$ cat src/rtl/fp_sqrt_seq_pkg.sv
// Shared FPU definitions: rounding-mode codes, operand classes, FSM states.
// Imported by the fp_sqrt_seq top and its recurrence core.
package fp_sqrt_seq_pkg;

  localparam logic [2:0] RM_RNE = 3'd0;
  localparam logic [2:0] RM_RZ  = 3'd1;
  localparam logic [2:0] RM_RD  = 3'd2;
  localparam logic [2:0] RM_RU  = 3'd3;
  localparam logic [2:0] RM_RNA = 3'd4;

  typedef enum logic [2:0] {
    C_ZERO,
    C_SUB,
    C_NORM,
    C_INF,
    C_QNAN,
    C_SNAN
  } fp_class_t;

  typedef enum logic [1:0] {
    S_IDLE,
    S_PREP,
    S_CALC,
    S_RND
  } sqrt_state_t;

endpackage

$ cat src/rtl/fp_sqrt_core.sv
// Radix-2 restoring square-root recurrence, one root bit per step.
// Produces fraction+guard bits of the root and a sticky flag.
module fp_sqrt_core
  import fp_sqrt_seq_pkg::*;
#(
  parameter int MW = 23
) (
  input  logic          clk,
  input  logic          rst,
  input  logic          load,
  input  logic          step,
  input  logic [MW+1:0] mant,
  output logic [MW:0]   res,
  output logic          sticky
);

  logic [2*MW+3:0] rad;
  logic [MW+3:0]   rem;
  logic [MW+1:0]   root;
  logic [MW+5:0]   trial_rem;
  logic [MW+5:0]   trial;
  logic            ge;
  logic [MW+3:0]   rem_n;

  // Trial subtraction of (4*root + 1) from the shifted-in partial remainder
  always_comb begin
    trial_rem = {rem, rad[2*MW+3 -: 2]};
    trial     = {2'b00, root, 2'b01};
    ge        = (trial_rem >= trial);
    rem_n     = ge ? (MW+4)'(trial_rem - trial)
                   : (MW+4)'(trial_rem);
  end

  // Recurrence state: radicand shifter, remainder, developing root
  always_ff @(posedge clk or negedge rst) begin
    if (!rst) begin
      rad  <= '0;
      rem  <= '0;
      root <= '0;
    end else if (load) begin
      rad  <= {mant, {(MW+2){1'b0}}};
      rem  <= '0;
      root <= '0;
    end else if (step) begin
      rad  <= rad << 2;
      rem  <= rem_n;
      root <= {root[MW:0], ge};
    end
  end

  assign res    = root[MW:0];
  assign sticky = |rem;

endmodule

$ cat src/rtl/fp_sqrt_seq.sv
// Sequential IEEE-754 square root with act/busy/done handshake.
// FP_SQRT_SUBNORM_EN: normalise subnormal inputs instead of flushing them.
module fp_sqrt_seq
  import fp_sqrt_seq_pkg::*;
#(
  parameter  int EW   = 8,
  parameter  int MW   = 23,
  localparam int W    = EW + MW + 1,
  localparam int BIAS = 2**(EW-1) - 1
) (
  input  logic         clk,
  input  logic         rst,
  input  logic         act,
  input  logic [W-1:0] in1,
  input  logic [2:0]   round_m,
  output logic [W-1:0] out,
  output logic         ov,
  output logic         un,
  output logic         inv,
  output logic         inexact,
  output logic         done,
  output logic         busy
);

  localparam int XW = EW + 2;
  localparam int CW = $clog2(MW + 2);
  localparam logic [CW-1:0] LAST = CW'(MW + 1);
  localparam logic signed [XW-1:0] BIAS_X = XW'(BIAS);
  localparam logic signed [XW-1:0] ONE_X  = XW'(1);
  localparam logic [W-1:0] QNAN =
    {1'b0, {EW{1'b1}}, 1'b1, {(MW-1){1'b0}}};
  localparam logic [W-1:0] PINF =
    {1'b0, {EW{1'b1}}, {MW{1'b0}}};

  sqrt_state_t state, state_n;

  logic [W-1:0]  op_q;
  logic [2:0]    rm_q;
  logic [CW-1:0] cnt;
  logic [EW-1:0] res_exp;
  logic          spec_q;
  logic [W-1:0]  spec_out_q;
  logic          spec_inv_q;

  logic          sgn;
  logic [EW-1:0] bexp;
  logic [MW-1:0] frac;
  fp_class_t     cls;

  logic                 is_spec;
  logic [W-1:0]         spec_out;
  logic                 spec_inv;
  logic [MW+1:0]        mant;
  logic [MW+1:0]        mant_s;
  logic signed [XW-1:0] e_unb;
  logic signed [XW-1:0] e_even;
  logic [EW-1:0]        exp_r;

  logic [MW:0]    root_f;
  logic           sticky;
  logic           g;
  logic           incr;
  logic [W-2:0]   rnd_sum;

  assign {sgn, bexp, frac} = op_q;
  assign ov = 1'b0;
  assign un = 1'b0;

  // Operand class decode
  always_comb begin
    cls = C_NORM;
    if (bexp == '0)
      cls = (frac == '0) ? C_ZERO : C_SUB;
    else if (&bexp)
      cls = (frac == '0) ? C_INF
          : (frac[MW-1] ? C_QNAN : C_SNAN);
  end

  // Special-value result selection
  always_comb begin
    is_spec  = 1'b1;
    spec_out = QNAN;
    spec_inv = 1'b0;
    if (cls == C_QNAN) begin
      spec_inv = 1'b0;
    end else if (cls == C_SNAN) begin
      spec_inv = 1'b1;
`ifdef FP_SQRT_SUBNORM_EN
    end else if (cls == C_ZERO) begin
`else
    end else if (cls == C_ZERO || cls == C_SUB) begin
`endif
      spec_out = {sgn, {(W-1){1'b0}}};
    end else if (sgn) begin
      spec_inv = 1'b1;
    end else if (cls == C_INF) begin
      spec_out = PINF;
    end else begin
      is_spec = 1'b0;
    end
  end

  // Mantissa normalisation and even-exponent adjustment
  always_comb begin
    mant  = {2'b01, frac};
    e_unb = $signed({2'b00, bexp}) - BIAS_X;
`ifdef FP_SQRT_SUBNORM_EN
    if (cls == C_SUB) begin
      int lz;
      lz = 0;
      for (int i = 0; i < MW; i++)
        if (frac[i]) lz = MW - 1 - i;
      mant  = (MW+2)'({2'b00, frac} << (lz + 1));
      e_unb = -BIAS_X - XW'(lz);
    end
`endif
    mant_s = mant;
    e_even = e_unb;
    if (e_unb[0]) begin
      mant_s = mant << 1;
      e_even = e_unb - ONE_X;
    end
    exp_r = EW'((e_even >>> 1) + BIAS_X);
  end

  fp_sqrt_core #(.MW(MW)) u_core (
    .clk    (clk),
    .rst    (rst),
    .load   (state == S_PREP),
    .step   (state == S_CALC),
    .mant   (mant_s),
    .res    (root_f),
    .sticky (sticky)
  );

  // Rounding increment; the root is always positive so RD truncates
  always_comb begin
    g = root_f[0];
    unique case (rm_q)
      RM_RZ:   incr = 1'b0;
      RM_RD:   incr = 1'b0;
      RM_RU:   incr = g | sticky;
      RM_RNA:  incr = g;
      default: incr = g & (sticky | root_f[1]);
    endcase
    rnd_sum = {res_exp, root_f[MW:1]} + (W-1)'(incr);
  end

  // State register
  always_ff @(posedge clk or negedge rst) begin
    if (!rst) state <= S_IDLE;
    else      state <= state_n;
  end

  // Next-state logic
  always_comb begin
    state_n = state;
    unique case (state)
      S_IDLE:  if (act) state_n = S_PREP;
      S_PREP:  state_n = is_spec ? S_RND : S_CALC;
      S_CALC:  if (cnt == LAST) state_n = S_RND;
      S_RND:   state_n = S_IDLE;
      default: state_n = S_IDLE;
    endcase
  end

  // Operand capture, prep results, iteration count and outputs
  always_ff @(posedge clk or negedge rst) begin
    if (!rst) begin
      op_q       <= '0;
      rm_q       <= '0;
      cnt        <= '0;
      res_exp    <= '0;
      spec_q     <= 1'b0;
      spec_out_q <= '0;
      spec_inv_q <= 1'b0;
      out        <= '0;
      inv        <= 1'b0;
      inexact    <= 1'b0;
      done       <= 1'b0;
      busy       <= 1'b0;
    end else begin
      done <= 1'b0;
      unique case (state)
        S_IDLE: begin
          if (act) begin
            op_q <= in1;
            rm_q <= round_m;
            busy <= 1'b1;
          end
        end
        S_PREP: begin
          spec_q     <= is_spec;
          spec_out_q <= spec_out;
          spec_inv_q <= spec_inv;
          res_exp    <= exp_r;
          cnt        <= '0;
        end
        S_CALC: cnt <= cnt + 1'b1;
        S_RND: begin
          done <= 1'b1;
          busy <= 1'b0;
          if (spec_q) begin
            out     <= spec_out_q;
            inv     <= spec_inv_q;
            inexact <= 1'b0;
          end else begin
            out     <= {1'b0, rnd_sum};
            inv     <= 1'b0;
            inexact <= g | sticky;
          end
        end
        default: ;
      endcase
    end
  end

endmodule
$ cat config.mk
export PLATFORM = sky130hd
export DESIGN_NAME = fp_sqrt_seq
export DESIGN_NICKNAME = d
export VERILOG_FILES = /design/src/rtl/fp_sqrt_seq_pkg.sv /design/src/rtl/fp_sqrt_core.sv /design/src/rtl/fp_sqrt_seq.sv
export SDC_FILE = /design/constraint.sdc
export NUM_CORES = 1
export LEC_CHECK = 0
export BUFFER_PORTS_ARGS = -buffer_cell sky130_fd_sc_hd__buf_2
export CAP_MARGIN = 20
export CORE_UTILIZATION = 53
export CTS_BUF_LIST = sky130_fd_sc_hd__clkbuf_2 sky130_fd_sc_hd__clkbuf_4 sky130_fd_sc_hd__clkbuf_8
export DETAILED_ROUTE_END_ITERATION = 16
export GPL_TIMING_DRIVEN = 0
export MAX_ROUTING_LAYER = met4
export PLACE_DENSITY = 0.69
export SKIP_LAST_GASP = 1
export SLEW_MARGIN = 20
export SYNTH_ARGS = -nofsm -noshare
export SYNTH_HDL_FRONTEND = slang
export SYNTH_SLANG_ARGS = --single-unit
$ cat constraint.sdc
create_clock -name clk -period 9.09 [get_ports clk]
set_clock_uncertainty 0.1 [all_clocks]
set_input_delay 0.4545 -clock clk [delete_from_list [all_inputs] [get_ports clk]]
set_output_delay 0.4545 -clock clk [all_outputs]
set_load 0.03 [all_outputs]
Word-level counts from Yosys, hierarchy flattened. Index checks and enable logic that the tools add are counted.

Register bits: 222. Input port bits: 38. Logic and storage cells: 93.

Equality and inequality tests: 14. Mux-type cells: 40. Bitwise operators: 3. Reduce and logical (&&, ||, !) cells: 13. $add $sub $neg: 6. Order comparisons: 1.

Operators by type and width (count): two-way mux 32 bit (4); two-way mux 50 bit (2); two-way mux 27 bit (3); two-way mux 25 bit (3); two-way mux 23 bit (2); adder 31 x 1 -> 31 bit (1); >= comparator 29 x 27 -> 1 bit (1); OR reduction 27 bit (1); subtractor 27 bit (1); logical NOT 23 bit (1); two-way mux 1 bit (16); one-hot mux 5 bit (2 select lines) (1); equality test 3 x 2 -> 1 bit, second input constant (3); equality test 3 bit, second input constant (3); two-way mux 3 bit (3); two-way mux 9 bit (1); subtractor 8 x 7 -> 9 bit, second input constant (1); subtractor 9 x 2 -> 9 bit, second input constant (1); adder 8 bit, second input constant (1); logical NOT 8 bit (1); one-hot mux 2 bit (4 select lines) (1); AND reduction 8 bit (1); equality test 3 x 1 -> 1 bit, second input constant (2); AND reduction 2 bit (3); other kinds (15) (20).

Logic depth before layout (Yosys ltp).
Depth after elaboration: 12. Gate-level depth with buffers: 16. Depth with buffers taken out: 16.

Cells and area by module. A second synthesis with hierarchy kept.

Cell total of the unflattened synthesis: 1067. Area, all modules: 10211.0 um^2.

Modules (own cells, without submodules): fp_sqrt_core (seq. area each 1926.8 um^2, area an instance 5228.8 um^2, cells an instance 607, instances 1); fp_sqrt_seq (seq. area each 2277.2 um^2, area an instance 4982.3 um^2, cells an instance 460, instances 1).

Least setup slack after synthesis. No wires, ideal clock.

Path type: register -> register. Start: register u_core.rem[25]. End: register out[30]. Library setup time: 0.135 ns. Required time: 8.855 ns. Stages on the path, launching flop included: 17. Slack: 6.221 ns. Data arrival time: 2.635 ns. Cells stage by stage: dfrtp_1 > nor4_1 > and4_1 > nand4_1 > o22ai_1 > a21oi_1 > a21o_1 > ha_1 > ha_1 > nand2_1 > nor4_2 > nand4_1 > nor2_1 > nand3_1 > xnor2_1 > nor2_1 > o22ai_1.

Cells in the longest elaborated chain, start to end: 6. Elaborated cells between the ends (all ways): 7. Classes of those cells: add/sub: 1; mux: 2; bitwise: 3; reduce/logical: 1.

Ends and longest elaborated chain: start, declared (RTL line fp_sqrt_core.sv:18) `logic [MW+3:0] rem;`; start signal, assigned (RTL line fp_sqrt_core.sv:46) `rem <= rem_n;`; OR reduction 27 bit * (RTL line fp_sqrt_core.sv:52) `assign sticky = |rem;`; bitwise OR 1 bit (RTL line fp_sqrt_seq.sv:144) `default: incr = g & (sticky | root_f[1]);`; AND 1 bit (RTL line fp_sqrt_seq.sv:144); one-hot mux 1 bit (3 select lines) * (RTL line fp_sqrt_seq.sv:139) `unique case (rm_q)`; adder 31 x 1 -> 31 bit * (RTL line fp_sqrt_seq.sv:146) `rnd_sum = {res_exp, root_f[MW:1]} + (W-1)'(incr);`; two-way mux 32 bit * (RTL line fp_sqrt_seq.sv:203) `if (spec_q) begin`; end signal, assigned (RTL line fp_sqrt_seq.sv:204) `out <= spec_out_q;`; end signal, assigned (RTL line fp_sqrt_seq.sv:208) `out <= {1'b0, rnd_sum};`; end, declared (RTL line fp_sqrt_seq.sv:16) `output logic [W-1:0] out,`.

Every way passes the cells marked *; elsewhere a longest branch is shown, timed or not. A chain may end at the register's enable or synchronous reset.

Worst setup path in the final report.
Start: register u_core.rem[26]. End: register out[30].

Same word-level chain as after synthesis.

==> summary.md <==
| Metric | Value |
|---|---|
| Result of the run | finished, final reports clean |
| HPWL reported at the end of detailed placement | 17.0 mm |
| Worst setup SP type | flop |
| Combined global-route utilization of all metal layers | 0.268 |
| Post-Synthesis Mean Instance Area | 9.64 um2 |
| Final Net Count | 1174 |
| Number of enable flip-flop cells after synthesis | 0 |
| Wire length per cell | 17.2 um |
| Hold Path Origin | in1[18] |
| Via count of the first global-routing pass | 7306 |
| CTS Sinks | 168 |
| Type of the worst min-delay path | input port to flop |
| Worst voltage drop across the vdd grid | 0.000247 V |
| Type of destination of the critical path | flop |
| Count of buffers added by post-CTS timing repair for setup | 0 |
| Pin count of the biggest net entering global routing | 93 |
| Placed instance area | 10400 um2 |
| Leftover overflow at the end of global routing | 0 |
| Number of detailed-routing iterations run before antenna repair | 5 |
| Crit path arrival time | 3.86 ns |
| Via count normalized by instance count | 5.77 |
| Initial Util | 0.540 |
| Total Routed Length | 23.0 mm |
| Slowest CP cell | sky130_fd_sc_hd__dfrtp_1 |
| Main area contributors after synthesis | sky130_fd_sc_hd__dfrtp_1 43%, sky130_fd_sc_hd__ha_1 4.9%, sky130_fd_sc_hd__xnor2_1 4.9% |
| RSZ-0062 raised after global routing | no |
| Cell chain of the critical path | nor4_1, and4_1, nand4_1, o22ai_1, a21oi_1, a21o_1, ha_1, ha_1, nand2_1, nor4_2, nand4_1, nor2_1, nand3_1, xnor2_1, nor2_1, o22ai_1 |
| R2r worst-path depth | 16 |
| Slack of the worst reg-to-reg path | 5.49 ns |
| First-pass GRT wire length | 37.7 mm |
| Buffer levels on the longest clock path | 2 |
| I/O pins | 76 |
| Layout-stage area growth over the synthesis result | 11.9% |
| Worst slack at placement | 5.51 ns |
| Setup TNS Final | 0 ns |
| Resize count post-CTS | 0 |
| Clock buffers created by TritonCTS | 17 |
| CTS HTree Levels | 4 |
| Area of the placeable core | 17900 um2 |
| ANT nets after route | 0 |
| Skew-Pair Late Insertion Delay | 0.49 ns |
| Capture point of the worst reg-to-reg path | out[30]$_DFFE_PN0P_ |
| CTS tree | yes |
| Primary flip-flop cell chosen by synthesis mapping | sky130_fd_sc_hd__dfrtp_1 |
| Fraction of layout cells with a size suffix above 1 | 0.148 |
| Final critical-path required period | 3.60 ns |
| Setup CP Type | flop to flop |
| Remaining routing DRC violations | 0 |
| Post-synth ARST share | 1.00 |
| Synthesized instance count | 1003 |
| Number of failing hold endpoints at the final stage | 0 |
| Share of synthesized area occupied by flip-flops and latches | 0.435 |
| CTS clk-pin slew, worst paths | 0.09 ns |
| Post-layout util | 0.604 |
| ANT cells | 0 |
| Buffers and inverters on the worst path | 0 |
| Number of max-cap violations | 0 |
| Initial DRC count | 444 |
| CTS root buffer | sky130_fd_sc_hd__clkbuf_8 |
| Final design area excluding fillers | 10800 um2 |
| Upper clock frequency limit | 0.277 GHz |
| Final worst path period share | 0.396 |
| Worst Max-Slew Pin Slew | 0.712 ns |
| Leakage power figure | 4.91 nW |
| Post-route setup slack | 5.49 ns |
| Placement row count | 49 |
| Reg-to-Reg Start | u_core.rem[26]$_DFFE_PN0P_ |
| Number of register bits inferred by synthesis | 168 |
| Via count of the routed design | 7722 |
| Final max-slew violation count | 0 |
| Antenna violations before repair | 0 |
| Largest fanout on the critical path | 4 |
| Port Buffer Count | 73 |
| Critical path data required time | 9.35 ns |
| Total number of yosys warnings | 0 |
| Final count of negative-setup-slack endpoints | 0 |
| Die height | 137 um |
| Number of distinct standard cells referenced by the synthesized netlist | 69 |
| Levels on crit path | 16 |
| Cell area after synthesis | 9670 um2 |
| Floorplan die width | 137 um |
| WHS Path Cells | 2 |
| Area share of the leading cell type in the synthesized netlist | 0.435 |
| Most area-hungry cell type in the Yosys netlist | sky130_fd_sc_hd__dfrtp_1 |
| Largest stage delay on the critical path | 0.45 ns |
| Placer's final routability congestion estimate | 0.915 |
| Hold slack | 0.0887 ns |
| Remaining max-slew budget at the tightest pin | 0.525 |
| CP delay by family, top | simple AND/OR/NAND/NOR gates |
| Power density cells | 427 nW/um2 |
| Die Outline Area | 18800 um2 |
| Terminating pin of the worst hold path | op_q[18]$_DFFE_PN0P_ |
==> power by group <==
| part | internal, mW | leakage (nW) | switching [mW] |
|---|---|---|---|
| Combinational | 1.11 | 2.56 | 1.59 |
| Sequential | 1.05 | 2.14 | 0.265 |
| Clock | 0.320 | 0.212 | 0.289 |
| Total | 2.48 | 4.91 | 2.14 |
==> synthesized netlist by cell type (all sizes together) (24+ instances only) <==
cell    number
a211oi      24
o21ai       61
a21o        32
or3         26
dfrtp      168
nand2       58
nor2        66
a21oi       36
mux2        41
inv         83
mux2i       45
ha          38
nand3       28
clkbuf      39
xnor2       54
o22ai       33
==> cells in the final DEF (no fill, tap or decap), types with 3 or more instances in the layout <==
cell,synthesis,layout
sky130_fd_sc_hd__nor4_1,15,15
sky130_fd_sc_hd__bufinv_16,0,4
sky130_fd_sc_hd__mux2_2,41,41
sky130_fd_sc_hd__buf_2,4,76
sky130_fd_sc_hd__or3_1,26,26
sky130_fd_sc_hd__clkbuf_8,0,19
sky130_fd_sc_hd__nor3_1,17,17
sky130_fd_sc_hd__inv_1,83,83
sky130_fd_sc_hd__buf_4,3,3
sky130_fd_sc_hd__o21ai_0,52,52
sky130_fd_sc_hd__a211oi_1,24,24
sky130_fd_sc_hd__nor2_1,66,66
sky130_fd_sc_hd__o221ai_1,6,6
sky130_fd_sc_hd__o21ai_1,9,9
sky130_fd_sc_hd__xor2_1,9,9
sky130_fd_sc_hd__o22ai_1,33,33
sky130_fd_sc_hd__nand4_1,12,12
sky130_fd_sc_hd__a21o_1,32,32
sky130_fd_sc_hd__o2bb2ai_1,16,16
sky130_fd_sc_hd__nand2_1,56,56
sky130_fd_sc_hd__nand3_1,28,28
sky130_fd_sc_hd__xnor2_1,54,54
sky130_fd_sc_hd__a21oi_1,36,36
sky130_fd_sc_hd__ha_1,38,38
sky130_fd_sc_hd__a2bb2oi_1,4,4
sky130_fd_sc_hd__clkbuf_1,39,39
sky130_fd_sc_hd__a31oi_1,4,4
sky130_fd_sc_hd__nand3b_1,4,4
sky130_fd_sc_hd__and3_1,8,8
sky130_fd_sc_hd__o211ai_1,5,5
sky130_fd_sc_hd__nor2b_1,7,7
sky130_fd_sc_hd__a22o_1,3,3
sky130_fd_sc_hd__nand2b_1,9,9
sky130_fd_sc_hd__clkinvlp_4,0,4
sky130_fd_sc_hd__dfrtp_1,168,168
sky130_fd_sc_hd__mux2i_1,45,45
==> worst register-to-register path, delay by kind of cell, from the launching register on <==
family,cells,cell delay [ns]
flops,1,0.45
xor+xnor,1,0.15
simple gates,9,1.84
compound gates,4,0.48
fa+ha+maj,2,0.48
==> per-layer routing <==
layer / share of wire / vias up / track usage
met3: 0.040 / 36 / 0.0374
met2: 0.46 / 187 / 0.416
met5: 0 / - / -
met4: 0.017 / 0 / 0.0855
met1: 0.48 / 3729 / 0.364
li1: - / 3770 / -
==> how the worst max path moves through the flow <==
stage | start | to | slack, ns
after CTS | u_core.rem[13]$_DFFE_PN0P_ | out[30]$_DFFE_PN0P_ | 5.50
after global routing | u_core.rem[26]$_DFFE_PN0P_ | out[28]$_DFFE_PN0P_ | 5.17
after floorplan | u_core.rem[25]$_DFFE_PN0P_ | out[30]$_DFFE_PN0P_ | 6.22
after global placement | rst | u_core.rem[14]$_DFFE_PN0P_ | 4.81
final | u_core.rem[26]$_DFFE_PN0P_ | out[30]$_DFFE_PN0P_ | 5.49
after detailed placement | u_core.rem[26]$_DFFE_PN0P_ | out[30]$_DFFE_PN0P_ | 5.51
==> timing repair <==
item | in CTS | in global routing
endpoints found under the setup margin | 0 | 0
endpoints found under the hold margin | 76 | 0
hold buffers | 1 | 0
==> state kept, by name, indices dropped and copies added (netlist names) <==
name         count
op_q            32
out             32
u_core.rem      27
u_core.rad      25
u_core.root     25
res_exp          8
cnt              5
rm_q             3
spec_out_q       3
state            2
busy             1
done             1
inexact          1
inv              1
spec_inv_q       1
spec_q           1
==> layout make-up <==
| class | instances | area [um2] |
|---|---|---|
| inverter | 84 | 315 |
| multi-input combinational | 702 | 4930 |
| tap | 229 | 287 |
| sequential | 168 | 4200 |
| fill | 1562 | 7090 |
| clock inverter | 10 | 168 |
| timing repair buffer | 75 | 413 |
| buffer | 50 | 219 |
| clock buffer | 21 | 277 |
==> metrics by stage <==
step,std cells,power (mW)
finish,1339,4.62
global route,1339,5.00
CTS,1339,4.62
detailed placement,1307,4.00
global placement,1306,3.95
floorplan,1004,3.33
==> logic make-up (layout without fill, tap and decap cells) <==
logic type | Yosys count | count (layout) | synth area share
compound gates | 244 | 244 | 0.167
xor+xnor | 63 | 63 | 0.0571
fa+ha+maj | 38 | 38 | 0.0492
buf+inv | 134 | 240 | 0.0553
flops | 168 | 168 | 0.435
mux | 86 | 86 | 0.0944
other cells | 1 | 2 | 0.000388
simple gates | 269 | 269 | 0.142
(Power assumes the default switching activity.)
